[src/rtl/aud_player.sv]
// I2S playback transmitter: streams 16-bit SRAM words MSB-first during the LRCK-high half-frame.
// Define AUD_PLAYER_LOOP_EN to wrap from the stop address back to address 0 instead of stopping.
module aud_player (
    input  logic        i_clk,
    input  logic        i_rst_n,
    input  logic        i_lrc,
    input  logic        i_start,
    input  logic        i_pause,
    input  logic        i_stop,
    input  logic [19:0] i_stop_address,
    input  logic [15:0] i_data,
    output logic [19:0] o_address,
    output logic        o_dacdat,
    output logic        o_playing,
    output logic [2:0]  o_state
);

    localparam int DATA_W = 16;
    localparam int ADDR_W = 20;

    typedef enum logic [2:0] {
        IDLE  = 3'd0,
        SYNC  = 3'd1,
        WAIT  = 3'd2,
        SEND  = 3'd3,
        DONE  = 3'd4,
        PAUSE = 3'd5,
        STOP  = 3'd6
    } state_t;

    state_t              state, state_nx;
    logic [ADDR_W-1:0]   addr_q, addr_nx;
    logic                dac_q, dac_nx;
    logic [DATA_W-2:0]   shift_q, shift_nx;
    logic [4:0]          cnt_q, cnt_nx;
    logic                pflag_q, pflag_nx;
    logic                sflag_q, sflag_nx;

    always_ff @(posedge i_clk or negedge i_rst_n) begin
        if (!i_rst_n) begin
            state   <= IDLE;
            addr_q  <= '0;
            dac_q   <= 1'b0;
            shift_q <= '0;
            cnt_q   <= '0;
            pflag_q <= 1'b0;
            sflag_q <= 1'b0;
        end else begin
            state   <= state_nx;
            addr_q  <= addr_nx;
            dac_q   <= dac_nx;
            shift_q <= shift_nx;
            cnt_q   <= cnt_nx;
            pflag_q <= pflag_nx;
            sflag_q <= sflag_nx;
        end
    end

    always_comb begin
        state_nx = state;
        addr_nx  = addr_q;
        dac_nx   = dac_q;
        shift_nx = shift_q;
        cnt_nx   = cnt_q;
        // Requests are latched here and only acted on at word boundaries.
        pflag_nx = pflag_q | (i_pause && !(state inside {IDLE, PAUSE, STOP}));
        sflag_nx = sflag_q | (i_stop && (state != IDLE));

        case (state)
            IDLE: begin
                dac_nx = 1'b0;
                if (i_start) begin
                    state_nx = SYNC;
                    addr_nx  = '0;
                end
            end
            SYNC: begin
                dac_nx = 1'b0;
                if (sflag_q)      state_nx = STOP;
                else if (pflag_q) state_nx = PAUSE;
                else if (!i_lrc)  state_nx = WAIT;
            end
            WAIT: begin
                dac_nx = 1'b0;
                if (sflag_q)      state_nx = STOP;
                else if (pflag_q) state_nx = PAUSE;
                else if (i_lrc) begin
                    state_nx = SEND;
                    dac_nx   = i_data[DATA_W-1];
                    shift_nx = i_data[DATA_W-2:0];
                    cnt_nx   = 5'd1;
                end
            end
            SEND: begin
                if (cnt_q == 5'd16) begin
                    dac_nx = 1'b0;
                    cnt_nx = '0;
                    if (addr_q == i_stop_address) begin
`ifdef AUD_PLAYER_LOOP_EN
                        addr_nx  = '0;
                        state_nx = DONE;
`else
                        state_nx = STOP;
`endif
                    end else begin
                        addr_nx  = addr_q + 20'd1;
                        state_nx = DONE;
                    end
                end else begin
                    dac_nx   = shift_q[DATA_W-2];
                    shift_nx = {shift_q[DATA_W-3:0], 1'b0};
                    cnt_nx   = cnt_q + 5'd1;
                end
            end
            DONE: begin
                dac_nx = 1'b0;
                if (sflag_q)      state_nx = STOP;
                else if (pflag_q) state_nx = PAUSE;
                else if (!i_lrc)  state_nx = WAIT;
            end
            PAUSE: begin
                dac_nx = 1'b0;
                if (i_stop) begin
                    state_nx = STOP;
                end else if (i_start) begin
                    state_nx = SYNC;
                    pflag_nx = 1'b0;
                end
            end
            STOP: begin
                dac_nx   = 1'b0;
                addr_nx  = '0;
                pflag_nx = 1'b0;
                sflag_nx = 1'b0;
                state_nx = IDLE;
            end
            default: begin
                dac_nx   = 1'b0;
                state_nx = IDLE;
            end
        endcase
    end

    assign o_address = addr_q;
    assign o_dacdat  = dac_q;
    assign o_state   = state;
    assign o_playing = (state == SYNC) || (state == WAIT) || (state == SEND) || (state == DONE);

endmodule

[config.mk]
export PLATFORM = sky130hd
export DESIGN_NAME = aud_player
export DESIGN_NICKNAME = d
export VERILOG_FILES = /design/src/rtl/aud_player.sv
export SDC_FILE = /design/constraint.sdc
export NUM_CORES = 1
export LEC_CHECK = 0
export CAP_MARGIN = 20
export CORE_ASPECT_RATIO = 1.1
export CORE_UTILIZATION = 50
export CTS_BUF_LIST = sky130_fd_sc_hd__clkbuf_4 sky130_fd_sc_hd__clkbuf_8 sky130_fd_sc_hd__clkbuf_16
export DETAILED_ROUTE_END_ITERATION = 6
export PLACE_DENSITY_LB_ADDON = 0.15
export SLEW_MARGIN = 0
export SYNTH_ARGS = -nofsm -noshare
export SYNTH_HDL_FRONTEND = slang
export SYNTH_SLANG_ARGS = --single-unit
[constraint.sdc]
create_clock -name i_clk -period 2.6 [get_ports i_clk]
set_input_delay 0.52 -clock i_clk [delete_from_list [all_inputs] [get_ports i_clk]]
set_output_delay 0.52 -clock i_clk [all_outputs]
set_load 0.1 [all_outputs]
==> impl_summary.md <==
Logic synthesis
For this run, the leading register cell type out of synthesis is sky130_fd_sc_hd__dfrtp_1. Of all flip-flops after synthesis, the portion carrying an async set or reset was 100%. When the netlist entered floorplanning its net count stood at 430. The number of distinct library cell variants in the gate-level netlist after synthesis is 59. Yosys printed 0 warnings. In this run the cell area of the synthesized design comes to 3140 um2. The sequential share of the synthesized area is around 37%. The number of standard cells after synthesis is 385. In this run, synthesis produced a sequential element count of between 40 and 50. After synthesis, the mean cell area works out to 8.16 um2. Counting flops with a built-in enable in the synthesized netlist gives 0.

CTS
The root buffer cell chosen for the clock tree is sky130_fd_sc_hd__clkbuf_8. The total clock buffers created by CTS is 5. The post-CTS setup repair buffer count is 0. The number of hold buffers added after cts is 0.

The number of gates resized after CTS was 0. After clock tree synthesis, the clock-pin slew on the worst setup and hold paths is 100 ps. The number of clock sinks is 46. TritonCTS built the clock tree.

The buffer depth of the longest clock path is 2. The depth of the CTS H-tree is 2. The clock network latency to the later pin of the worst-skew pair is 310 ps.

Route
The ratio of routed vias to standard cells is 6.03. The detailed-route via count is 3,127. In this run, the number of DRC markers left after iteration 0 of detailed routing was 416. After detailed routing, the average wire length per cell comes to 16.0 um. The count of nets left with antenna violations after detail routing is 0. The detailed-route DRC error count is 0. The aggregate routed wire length is 8280 um. The length of the first detailed-routing pass in iterations is 5.

Job
Across the run, the number of max-cap violations was 0.

Global routing
For this run, global-route usage on met3 was measured as 4.19%. The total overflow left after global routing is 0. The initial antenna violation count is 0. The pin count of the biggest net entering global routing is 47. The number of global-route vias before repair is 2,916. The first global-routing pass estimated about 14,000 um of wire. The global-route met1 utilization is 34.7%.

The overall routing resource usage is 26.3%. The layer carrying the most global-route usage is met2. For met2 alone, demand over resource in global routing was 43.8%.

Floorplan
The die is 77.6 um wide. Once the floorplan was initialized, standard cells occupied 53.1% of the core. The row count is 29. The top-level port count is 67. The core region is between 5000 and 6000 um2. The die covers 6610 um2. The floorplan die height is 85.2 um.

Finish
The register area is 1160 um2. The area of combinational cells with multiple inputs is 1840 um2. The area growth from synthesis to layout is 27.4%. Summing all non-filler instances in the final layout gives an area of 4000 um2. The proportion of layout cells with a drive suffix above 1 is 15.6%. Once layout is complete, the cells apart from fillers number between 500 and 600. After the last flow step, the layout net total stands at 486.

0 antenna diodes ended up in the layout. The count of fill cells added during filler insertion is 500.

Timing
The post-route clock skew is 10.9 ps. The number of hold violations in the final report was 0. Setup total negative slack on the finished layout was measured at 0 ps. After layout, the worst path uses 91.0% of the clock period. The actual slew at the worst max-slew pin is approximately 1000 ps.

The normalized max-slew margin is 31.7%. Setup repair after global routing left no endpoint under its margin. Timing would allow up to approximately 420 MHz. The count of pins over their slew limit is 0.

The final setup slack of the worst path is between 200 and 250 ps. Setup violations remaining at the end of the flow were counted as 0. The final period demand of the worst path is 2370 ps.

Critical path
The longest individual stage delay on the worst path is 820 ps. The top cell family by delay on the critical path is compound AO/OA/AOI/OAI gates. The slowest library cell on the worst path is sky130_fd_sc_hd__a221oi_2.

The data arrival time at the worst-slack endpoint is 2560 ps. Measured in cells, the most critical reg-to-reg path has a length of 8. The data required time at the worst endpoint is about 2800 ps. Along the worst path, the maximum fanout reaches 15.

Walking the worst path, the cells encountered are inv_1 > ha_1 > and4bb_2 > a221oi_2 > buf_4 > a22o_1 > a31oi_1 > o41ai_1. The critical path crosses 8 cells after its start point. The kind of start point of the critical path is a register. STA classifies the critical path endpoint as a register. The number of buffer and inverter stages on the critical path is 2. The setup path with the least slack is of type register to register.

Place
Once placement completed, the tool counted placed cells totaling 511. After legalization and detailed placement, the total HPWL measured 5650 um. The pre-CTS worst setup slack is 58.0 ps. Routability-driven placement finished with a final weighted congestion of 0.867. The quantity of I/O buffers inserted on ports is 66. The area of placed instances is 3890 um2.

Status
The flow ran to the end, and the final reports show no timing, DRC or antenna violations.

Power and ir drop
The share of total power dissipated in sequential elements is 34.3%. Dividing total power by cell area gives a power density of 779 nW/um2. The internal cell power is 1.79 mW. The fraction of power consumed by the clock network is between 15 and 20%.

The total leakage power is 1.64 nW. The part of the total power dissipated in combinational logic is a little under half. Across the VDD grid, the largest voltage drop is 0.00102 V. The total design power is 3.12 mW. The switching power of the nets is 1.33 mW. The net switching fraction of the power is 42.6%.

Worst hold path
The min-delay analysis places its worst path in the category input port to async pin.
==> cells by family after synthesis <==
| logic type | synth area share [%] |
|---|---|
| and+or+nand+nor | 28.6 |
| DFF | 36.6 |
| AOI/OAI and AO/OA | 21.5 |
| buffers and inverters | 5.85 |
| muxes | 0.358 |
| xor gates and xnor gates | 5.85 |
| adders and majority gates | 1.19 |
==> cells in the mapped netlist (8+ instances only) <==
cell                       number  area, um2
sky130_fd_sc_hd__nand2_1       61        229
sky130_fd_sc_hd__a31oi_1       25        156
sky130_fd_sc_hd__nand4_1       10       62.6
sky130_fd_sc_hd__nand3_1       19       95.1
sky130_fd_sc_hd__clkbuf_1      19       71.3
sky130_fd_sc_hd__and3_1         8       50.1
sky130_fd_sc_hd__buf_2         12       60.1
sky130_fd_sc_hd__dfrtp_1       46       1150
sky130_fd_sc_hd__nor2_1        32        120
sky130_fd_sc_hd__a21oi_1       18       90.1
sky130_fd_sc_hd__xnor2_1       21        184
==> flip-flops by register name, indices dropped and copies added (netlist names) <==
signal / cells
cnt_q: 5
o_address: 20
o_dacdat: 1
o_state: 3
pflag_q: 1
sflag_q: 1
shift_q: 15
==> cells in the final DEF (no fill, tap or decap), types with 3 or more instances in the layout <==
cell                              synthesis  routed
sky130_fd_sc_hd__buf_12                   0       4
sky130_fd_sc_hd__dfrtp_1                 46      41
sky130_fd_sc_hd__nor3_1                   3       3
sky130_fd_sc_hd__a31oi_1                 25      25
sky130_fd_sc_hd__buf_4                    3      40
sky130_fd_sc_hd__o21ai_0                  7       7
sky130_fd_sc_hd__inv_1                    4       4
sky130_fd_sc_hd__or4_1                    3       3
sky130_fd_sc_hd__a21oi_1                 18      17
sky130_fd_sc_hd__xnor2_1                 21      20
sky130_fd_sc_hd__clkbuf_8                 0       5
sky130_fd_sc_hd__clkdlybuf4s50_1          0      40
sky130_fd_sc_hd__nor2_1                  32      32
sky130_fd_sc_hd__nor3b_1                  3       3
sky130_fd_sc_hd__o211ai_1                 7       7
sky130_fd_sc_hd__nand4b_1                 3       3
sky130_fd_sc_hd__nand3_1                 19      19
sky130_fd_sc_hd__a2111oi_0                4       4
sky130_fd_sc_hd__and3_1                   8       8
sky130_fd_sc_hd__nand4_1                 10      10
sky130_fd_sc_hd__nor2b_1                  5       5
sky130_fd_sc_hd__or3_1                    6       6
sky130_fd_sc_hd__a311o_1                  4       4
sky130_fd_sc_hd__a22o_1                   3       3
sky130_fd_sc_hd__ha_1                     3       3
sky130_fd_sc_hd__a21o_1                   3       3
sky130_fd_sc_hd__and2_1                   7       7
sky130_fd_sc_hd__nand2b_1                 3       3
sky130_fd_sc_hd__dfrtp_2                  0       5
sky130_fd_sc_hd__o41ai_1                  3       3
sky130_fd_sc_hd__nand2_1                 61      61
==> per-layer routing <==
metal	wire length [um]	vias to the layer above
li1	-	1506
met2	4050	125
met1	3620	1484
met4	116	0
met3	493	12
met5	0	-
==> through the flow <==
step | util [%] | hold WS [ps]
after global routing | 67.7 | 347
final | 67.7 | 282
after CTS | 67.7 | 310
after floorplan | - | 224
after global placement | 65.8 | 500
after detailed placement | 65.8 | 514
==> layout make-up <==
cell class | instances | share of cell area (%)
clock buffer | 5 | 1.72
clock inverter | 3 | 1.09
inverter | 4 | 0.375
multi-input combinational | 299 | 45.9
sequential | 46 | 28.9
tap | 77 | 2.41
timing repair buffer | 85 | 19.6
==> power groups by stage <==
| stage | clock [mW] | sequential (mW) | combinational, mW |
|---|---|---|---|
| floorplan | 0 | 1.22 | 0.875 |
| global placement | 0 | 1.08 | 1.45 |
| detailed placement | 0 | 1.08 | 1.49 |
| CTS | 0.565 | 1.07 | 1.49 |
| global route | 0.593 | 1.10 | 1.62 |
| finish | 0.559 | 1.07 | 1.49 |
==> path summary, 6_finish.rpt <==
path,from,end,slack [ps]
max in group asynchronous,i_rst_n,o_address[6],1870
hold / removal,i_rst_n,o_address[14],280
hold reg to reg,cnt_q[2],cnt_q[2],530
setup reg to reg,cnt_q[0],o_address[5],230
min in group i_clk,cnt_q[2],cnt_q[2],530
setup / recovery,cnt_q[0],o_address[5],230
Power figures use the tool's default switching activity.
